## config.mk

```make
export PLATFORM = sky130hd
export DESIGN_NAME = fop_arbiter
export DESIGN_NICKNAME = d
export VERILOG_FILES = /design/src/rtl/fop_arbiter.sv
export SDC_FILE = /design/constraint.sdc
export NUM_CORES = 1
export LEC_CHECK = 0
export CAP_MARGIN = 5
export CORE_AREA = 2 2 134 136
export CTS_BUF_LIST = sky130_fd_sc_hd__clkbuf_2 sky130_fd_sc_hd__clkbuf_4 sky130_fd_sc_hd__clkbuf_8
export DETAILED_ROUTE_END_ITERATION = 16
export DIE_AREA = 0 0 136 138
export GPL_TIMING_DRIVEN = 0
export PLACE_DENSITY = 0.82
export SETUP_SLACK_MARGIN = 0.05
export SYNTH_ARGS = -nofsm -noshare
export SYNTH_HDL_FRONTEND = slang
export SYNTH_SLANG_ARGS = --single-unit
```

## constraint.sdc

```tcl
create_clock -name aclk -period 4.7 [get_ports aclk]
set_clock_uncertainty 0.2 [all_clocks]
set_input_delay 0.94 -clock aclk [delete_from_list [all_inputs] [get_ports aclk]]
set_output_delay 0.94 -clock aclk [all_outputs]
set_load 0.05 [all_outputs]
```

## src/rtl/fop_arbiter.sv

```systemverilog
// Round-robin arbiter sharing one two-operand AXI-Stream FP operator among NREQ requesters.
// Optional orphan-result check enabled by defining FOP_ARB_ERRCHK_EN.
module fop_arbiter #(
  parameter int NREQ      = 3,
  parameter int DATA_SIZE = 32,
  parameter int MAX_OUT   = 8
) (
  input  logic                      aclk,
  input  logic                      aresetn,
  input  logic [NREQ-1:0]           req_valid,
  output logic [NREQ-1:0]           req_ready,
  input  logic [NREQ*DATA_SIZE-1:0] req_a,
  input  logic [NREQ*DATA_SIZE-1:0] req_b,
  output logic [NREQ-1:0]           rsp_valid,
  input  logic [NREQ-1:0]           rsp_ready,
  output logic [DATA_SIZE-1:0]      rsp_data,
  output logic                      op_a_tvalid,
  input  logic                      op_a_tready,
  output logic [DATA_SIZE-1:0]      op_a_tdata,
  output logic                      op_b_tvalid,
  input  logic                      op_b_tready,
  output logic [DATA_SIZE-1:0]      op_b_tdata,
  input  logic                      op_r_tvalid,
  output logic                      op_r_tready,
  input  logic [DATA_SIZE-1:0]      op_r_tdata,
  output logic                      busy,
  output logic                      err
);

  localparam int PW = (NREQ > 1) ? $clog2(NREQ) : 1;
  localparam int AW = $clog2(MAX_OUT);
  localparam int CW = $clog2(MAX_OUT + 1);

  logic [PW-1:0]        rr_ptr;
  logic [PW-1:0]        grant_idx;
  logic [NREQ-1:0]      grant;
  logic                 grant_any;
  logic                 a_pend, b_pend;
  logic [DATA_SIZE-1:0] a_q, b_q;
  logic                 a_hs, b_hs;
  logic                 slot_free;
  logic                 cnt_ok;
  logic [CW-1:0]        out_cnt;
  logic [AW-1:0]        wr_ptr, rd_ptr;
  logic [PW-1:0]        tag_mem [MAX_OUT];
  logic [PW-1:0]        head;
  logic [NREQ-1:0]      head_oh;
  logic                 fifo_empty;
  logic                 pop;

  assign a_hs       = a_pend & op_a_tready;
  assign b_hs       = b_pend & op_b_tready;
  // A half that is not pending counts as done; an empty register is therefore free.
  assign slot_free  = (~a_pend | a_hs) & (~b_pend | b_hs);
  assign cnt_ok     = out_cnt < CW'(MAX_OUT);
  // The tag FIFO holds exactly one entry per outstanding operation.
  assign fifo_empty = (out_cnt == '0);
  assign head       = tag_mem[rd_ptr];

  always_comb begin
    int idx;
    logic found;
    grant     = '0;
    grant_idx = '0;
    found     = 1'b0;
    idx       = 0;
    for (int k = 0; k < NREQ; k++) begin
      idx = int'(rr_ptr) + k;
      if (idx >= NREQ) idx = idx - NREQ;
      if (!found && req_valid[idx] && slot_free && cnt_ok) begin
        found      = 1'b1;
        grant[idx] = 1'b1;
        grant_idx  = PW'(idx);
      end
    end
  end

  assign grant_any = |grant;
  assign req_ready = grant;

  always_comb begin
    head_oh = '0;
    for (int i = 0; i < NREQ; i++) begin
      head_oh[i] = (head == PW'(i));
    end
  end

  assign rsp_valid = (op_r_tvalid && !fifo_empty) ? head_oh : '0;
  assign rsp_data  = op_r_tdata;

`ifdef FOP_ARB_ERRCHK_EN
  logic err_q;

  // Orphan results are swallowed so the operator never deadlocks.
  assign op_r_tready = fifo_empty ? op_r_tvalid : |(rsp_ready & head_oh);
  assign err         = err_q;

  always_ff @(posedge aclk) begin
    if (!aresetn) begin
      err_q <= 1'b0;
    end else if (op_r_tvalid && fifo_empty) begin
      err_q <= 1'b1;
    end
  end
`else
  assign op_r_tready = !fifo_empty && |(rsp_ready & head_oh);
  assign err         = 1'b0;
`endif

  assign pop = op_r_tvalid & op_r_tready & ~fifo_empty;

  assign op_a_tvalid = a_pend;
  assign op_b_tvalid = b_pend;
  assign op_a_tdata  = a_q;
  assign op_b_tdata  = b_q;
  assign busy        = a_pend | b_pend | (out_cnt != '0);

  always_ff @(posedge aclk) begin
    if (!aresetn) begin
      rr_ptr  <= '0;
      a_pend  <= 1'b0;
      b_pend  <= 1'b0;
      a_q     <= '0;
      b_q     <= '0;
      out_cnt <= '0;
      wr_ptr  <= '0;
      rd_ptr  <= '0;
    end else begin
      if (grant_any) begin
        a_q    <= req_a[grant_idx*DATA_SIZE +: DATA_SIZE];
        b_q    <= req_b[grant_idx*DATA_SIZE +: DATA_SIZE];
        a_pend <= 1'b1;
        b_pend <= 1'b1;
        wr_ptr <= wr_ptr + AW'(1);
        rr_ptr <= (grant_idx == PW'(NREQ - 1)) ? '0 : grant_idx + PW'(1);
      end else begin
        if (a_hs) a_pend <= 1'b0;
        if (b_hs) b_pend <= 1'b0;
      end
      if (pop) rd_ptr <= rd_ptr + AW'(1);
      case ({grant_any, pop})
        2'b10:   out_cnt <= out_cnt + CW'(1);
        2'b01:   out_cnt <= out_cnt - CW'(1);
        default: out_cnt <= out_cnt;
      endcase
    end
  end

  always_ff @(posedge aclk) begin
    if (aresetn && grant_any) begin
      tag_mem[wr_ptr] <= grant_idx;
    end
  end

endmodule

```

# Yosys cells after proc, flatten, opt, wreduce, memory -nomap -nowiden
# Memories as Yosys holds them, arrays and structs flattened. A register that Yosys moved wholly into a read port is not among the register bits.
# Index checks and enable logic that the tools add are counted.
# classes
add_sub_neg	10
order_cmp	10
n_eq_ne	5
shift	2
muxes	37
bitwise	15
reduce_logical	25
# op_table
cell	n
$shiftx A96 B8 Y32	2
$ge A32 B1 Y1 const B	3
$lt A32 B4 Y1 const B	3
$mux W32	3
$mux W3	6
$mux W1	17
$logic_and A1 B1 Y1	14
$mux W2	4
$pmux W4 S2	1
$sub A3 B2 Y4 const B	2
$add A3 B1 Y3 const B	2
$bmux W1 S2	3
$demux W1 S2	3
$eq A2 B2 Y1 const B	3
$ge A3 B2 Y1 const B	2
$or A3 B3 Y3	2
$reduce_bool A2 Y1	3
$reduce_or A3 Y1	2
$and A1 B1 Y1	5
$add A4 B1 Y4 const B	1
$eq A2 B1 Y1 const B	2
$logic_not A4 Y1	1
$lt A4 B4 Y1 const B	1
$or A1 B1 Y1	4
other kinds (11)	15
# word_totals
regBits	78
ramBits	16
inputBits	235
out_inout_bits	107
wordCells	113
mem_count	1
# memory_table
name	depth	word_bits	read_ports	rd_clocked_by_memory_dff	wr	line_no	source
tag_mem	8	2	1	1	1	45	logic [PW-1:0] tag_mem [MAX_OUT];

# Depth between registers and ports, before layout
# Gate-level depths: netlist of the first run.
# logic_depth
ltp_word	22
ltp_mapped	16
mapped_depth_nobuf	15

# Worst setup path before layout of the first run
# OpenSTA, ideal clock, no wires.
# synth_path
path_kind	input to register
startpoint	in req_valid[2]
endpoint	reg out_cnt[3]
setup_time_ns	0.073
arrival_ns	3.508
required_ns	4.427
setup_slack_ns	0.919
cell_stages	13
path_buffers	0
cell_sequence	or3b_1 > o221a_1 > nor4_4 > a221oi_2 > nand2_2 > inv_2 > ha_1 > ha_1 > a21o_1 > a21oi_1 > xnor2_1 > or3_1 > a21oi_1
# synth_via
elab_chain_cells	19
word_cells_on_any_way	31
classes_between	eq/ne (2); mux (15); bitwise (2); reduce/logical (12)
# synth_rtl
item	line_no	source
start: declaration	10	input logic [NREQ-1:0] req_valid,
$bmux W1 S2	70	if (!found && req_valid[idx] && slot_free && cnt_ok) begin
$mux W1 (implied by the code) (2 in series)	70	
$logic_and A1 B1 Y1 (2 in series)	70	
$mux W1	70	
$logic_not A1 Y1	70	
$logic_and A1 B1 Y1 (3 in series)	70	
$mux W1	70	
$logic_not A1 Y1	70	
$logic_and A1 B1 Y1 (3 in series)	70	
$mux W3 *	70	
$reduce_or A3 Y1 *	78	assign grant_any = |grant;
$eq A2 B1 Y1 / $eq A2 B2 Y1 (equally long branches)	141	case ({grant_any, pop})
$pmux W4 S2 / $reduce_bool A2 Y1 (equally long branches)	--	
end signal: assignment	142	2'b10: out_cnt <= out_cnt + CW'(1);
end signal: assignment	143	2'b01: out_cnt <= out_cnt - CW'(1);
end signal: assignment	144	default: out_cnt <= out_cnt;
end: declaration	43	logic [CW-1:0] out_cnt;
# Every way passes the cells marked *; elsewhere a longest branch is shown, timed or not. The select of a mux whose other input is x is not followed.
# A chain may end at the register's enable or synchronous reset.

==> results.md, run 1 <==
* Outcome: completed
* TritonCTS Sinks at 97
* Finished Core Util at 55.1%
* Max Fclk at 229 MHz
* Tmin final at 4360 ps
* RSZ-0062 raised after global routing: no
* Fraction of layout cells with a size suffix above 1 at 12.4%
* Crit Path Class: reg -> out
* VDD IR max at 0.342 mV
* EDFF count, synth at 16
* Worst r2r path cells at 15
* Synthesized instance count at 647
* First DRT Iteration DRCs at 220
* Horiz. Die Dim at 136 microns
* # rows at 49
* I/O pins at 342
* Inserted Clock Buffers at 9
* Slew at the pin closest to its max-slew limit at 802 ps
* Crit path max fanout at 6
* Die ar. at 18800 sq um
* Yosys cell types at 61
* Final hold vios at 0
* Drt pass-1 iters at 4
* Vias/cell at 5.04
* RR Endpoint: out_cnt[3]
* Final Power at 6.21 mW
* PwrDens at 642 nW/um^2
* Area growth, synth to finish at 58.9%
* Largest net degree at the start of global routing at 18
* Vias in the first global route at 5908
* Final setup TNS at 0 ps
* GRT overflow at 0
* Period utilization at 92.8%
* Clk buf depth at 2
* Hold endpoint: rr_ptr[1]
* Antenna Cells at 0
* Met3 Use GR at 5.83%
* Starting Density at 34.7%
* Later-pin clock latency in the skew report at 380 ps
* CP endpoint kind: primary output
* HP Class: reg -> reg
* Detailed placer's ending HPWL at 15.6 mm
* Die H at 138 microns
* Port Buf Inserts at 308
* WP data required at 3560 ps
* Global-route wire length before repair at 31.1 mm
* Final instance area at 9660 sq um
* FFs w/ async S/R, synth at 0%
* Critical path data arrival time at 3220 ps
* Remaining antenna violation count at 0
* DRC viols at 0
* Met2 Track Usage GR at 36.9%
* Core area at 17500 sq um
* Max_slew headroom at 46.5%
* Setup Slack @ Placement at 53.5 ps
* H-tree Lvls at 3
* Root buffer cell: clkbuf_8
* Postcts setup bufs at 0
* Hold Path Stages at 2
* RR Startpoint: rr_ptr[0]
* Net count after synthesis at 892
* Final nets at 1211
* Setup violators final at 0
* Placed cell areas at 9450 sq um
* Sequential cell area fraction in the yosys report at 34.6%
* Most Crowded Layer GR: met2
* R2R setup slack at 730 ps
* Hold wc startpoint: rr_ptr[1]
* Total GRT Usage at 21.2%
* CP Launch Type: flop
* Routed wire per std cell at 16.8 microns
* Setup WS post-layout at 340 ps
* Hold_ws at 316 ps
* Routed via count at 6046
* P_leak at 3.85 nW
* Cell area after synthesis at 6080 sq um
* CTS tree: yes
* Max-slew violations at 0
* Met1 usage in global routing at 25.0%
* # placed instances at 1184
* Fin cells at 1200
* WL final at 20.1 mm
* Initial antenna violation count at 0
* Ys flop type: dfxtp_1
* Placer Congestion at 0.836
* Multi-input logic area at 3140 sq um
* Maximum Capacitance Violations at 0
* Synthesis Warnings at 0
* Register area at 2100 sq um
* Avg Inst Size Synth at 9.40 sq um
* Synth Register Bits at 97
* Clock slew at reported path FFs at 100 ps
* Fillcell total at 1641
-- worst max path at each step --
| stage | slack [ps] | start | endpoint | depth (start not counted) |
|---|---|---|---|---|
| finish | 340 | flop | op_r_tready | 6 |
| global route | 140 | flop | op_r_tready | 6 |
| CTS | 50 | req_valid[2] | req_ready[0] | 6 |
| detailed placement | 50 | req_valid[2] | out_cnt[3] | 14 |
| global placement | 40 | req_valid[2] | req_ready[0] | 6 |
| floorplan | 920 | req_valid[2] | out_cnt[3] | 13 |
-- cell families (layout without fill, tap and decap cells) --
kind of cell    Yosys count  after routing  share of synthesized area, %
compound gates          227            227                          28.8
mux                      77             77                          13.7
fa+ha+maj                10             10                          2.18
buf+inv                 163            487                          13.9
xor+xnor                  4              4                         0.576
flops                    97             97                          34.6
simple gates             68             68                          6.19
other cells               1              1                        0.0617
-- final cells by class --
cell class              count  share of cell area (%)
multi-input cells         387                    32.5
repair buffers            308                    32.0
flip-flops and latches     97                    21.8
plain buffers              87                    5.80
well taps                 229                    2.97
inverters                  76                    2.95
clock buffers               9                    1.28
clock inverters             7                   0.790
-- timing repair --
| item | CTS | global route |
|---|---|---|
| setup endpoints to repair | 0 | 4 |
| gates resized for setup | 0 | 4 |
| hold buffers | 0 | 0 |
-- power breakdown --
part	internal (mW)	switching (mW)	total [mW]	leakage, nW
Combinational	1.63	2.69	4.33	2.93
Sequential	1.14	0.157	1.30	0.819
Clock	0.253	0.328	0.581	0.104
-- flip-flops by register name (all words and copies together) (netlist names), named ones only --
name / cells
op_a_tdata: 32
rd_ptr: 3
rr_ptr: 2
out_cnt: 4
wr_ptr: 3
op_b_tdata: 32
op_b_tvalid: 1
op_a_tvalid: 1
tag_mem: 16
-- synthesized netlist by cell type (2+ instances only) --
library cell	n	share of area, %
a21o_1	4	0.49
a21oi_1	42	3.5
a21oi_2	30	4.3
and2_1	2	0.21
and3_1	2	0.21
buf_2	13	1.1
buf_4	40	4.9
buf_6	9	1.7
clkbuf_1	24	1.5
dfxtp_1	81	27
edfxtp_1	16	7.9
ha_1	9	1.9
inv_1	74	4.6
mux2i_1	73	12
mux4_1	3	1.3
nand2_1	16	0.99
nand2b_1	2	0.21
nand3_1	5	0.41
nor2_1	13	0.80
nor2b_1	5	0.51
nor3_1	5	0.41
nor4_1	3	0.31
o211ai_1	2	0.25
o21a_1	3	0.37
o21ai_0	4	0.33
o22a_1	64	9.2
o31ai_1	64	7.9
or3_1	4	0.41
xnor2_1	2	0.29
xor2_1	2	0.29
-- metal layers --
layer	vias to the layer above	wire length, microns	share of wire [%]
met2	240	10000	50
met5	-	0	0
li1	2961	-	-
met1	2815	8140	40
met4	0	429	2.1
met3	30	1520	7.6
-- worst max-delay path: stages (launching register included) --
cell	delay [ps]
dfxtp_1	450
mux4_1	600
mux2i_2	340
mux2i_1	440
mux2i_1	130
and2_1	180
clkdlybuf4s50_1	700
-- layout by cell type, fill, tap and decap left out, types with 16 or more instances in the layout --
master           count
dfxtp_1             81
a21oi_1             42
a21oi_2             30
clkdlybuf4s50_1    305
inv_1               74
mux2i_1             72
edfxtp_1            16
o31ai_1             64
o22a_1              64
clkbuf_1            24
buf_4               40
nand2_1             16
Power figures use the tool's default switching activity.
==> run 2: changes to the inputs <==
Settings changed: SKIP_LAST_GASP set to 1.
==> results of run 2 <==
Final layout, timing and power as in run 1 (identical DEF).
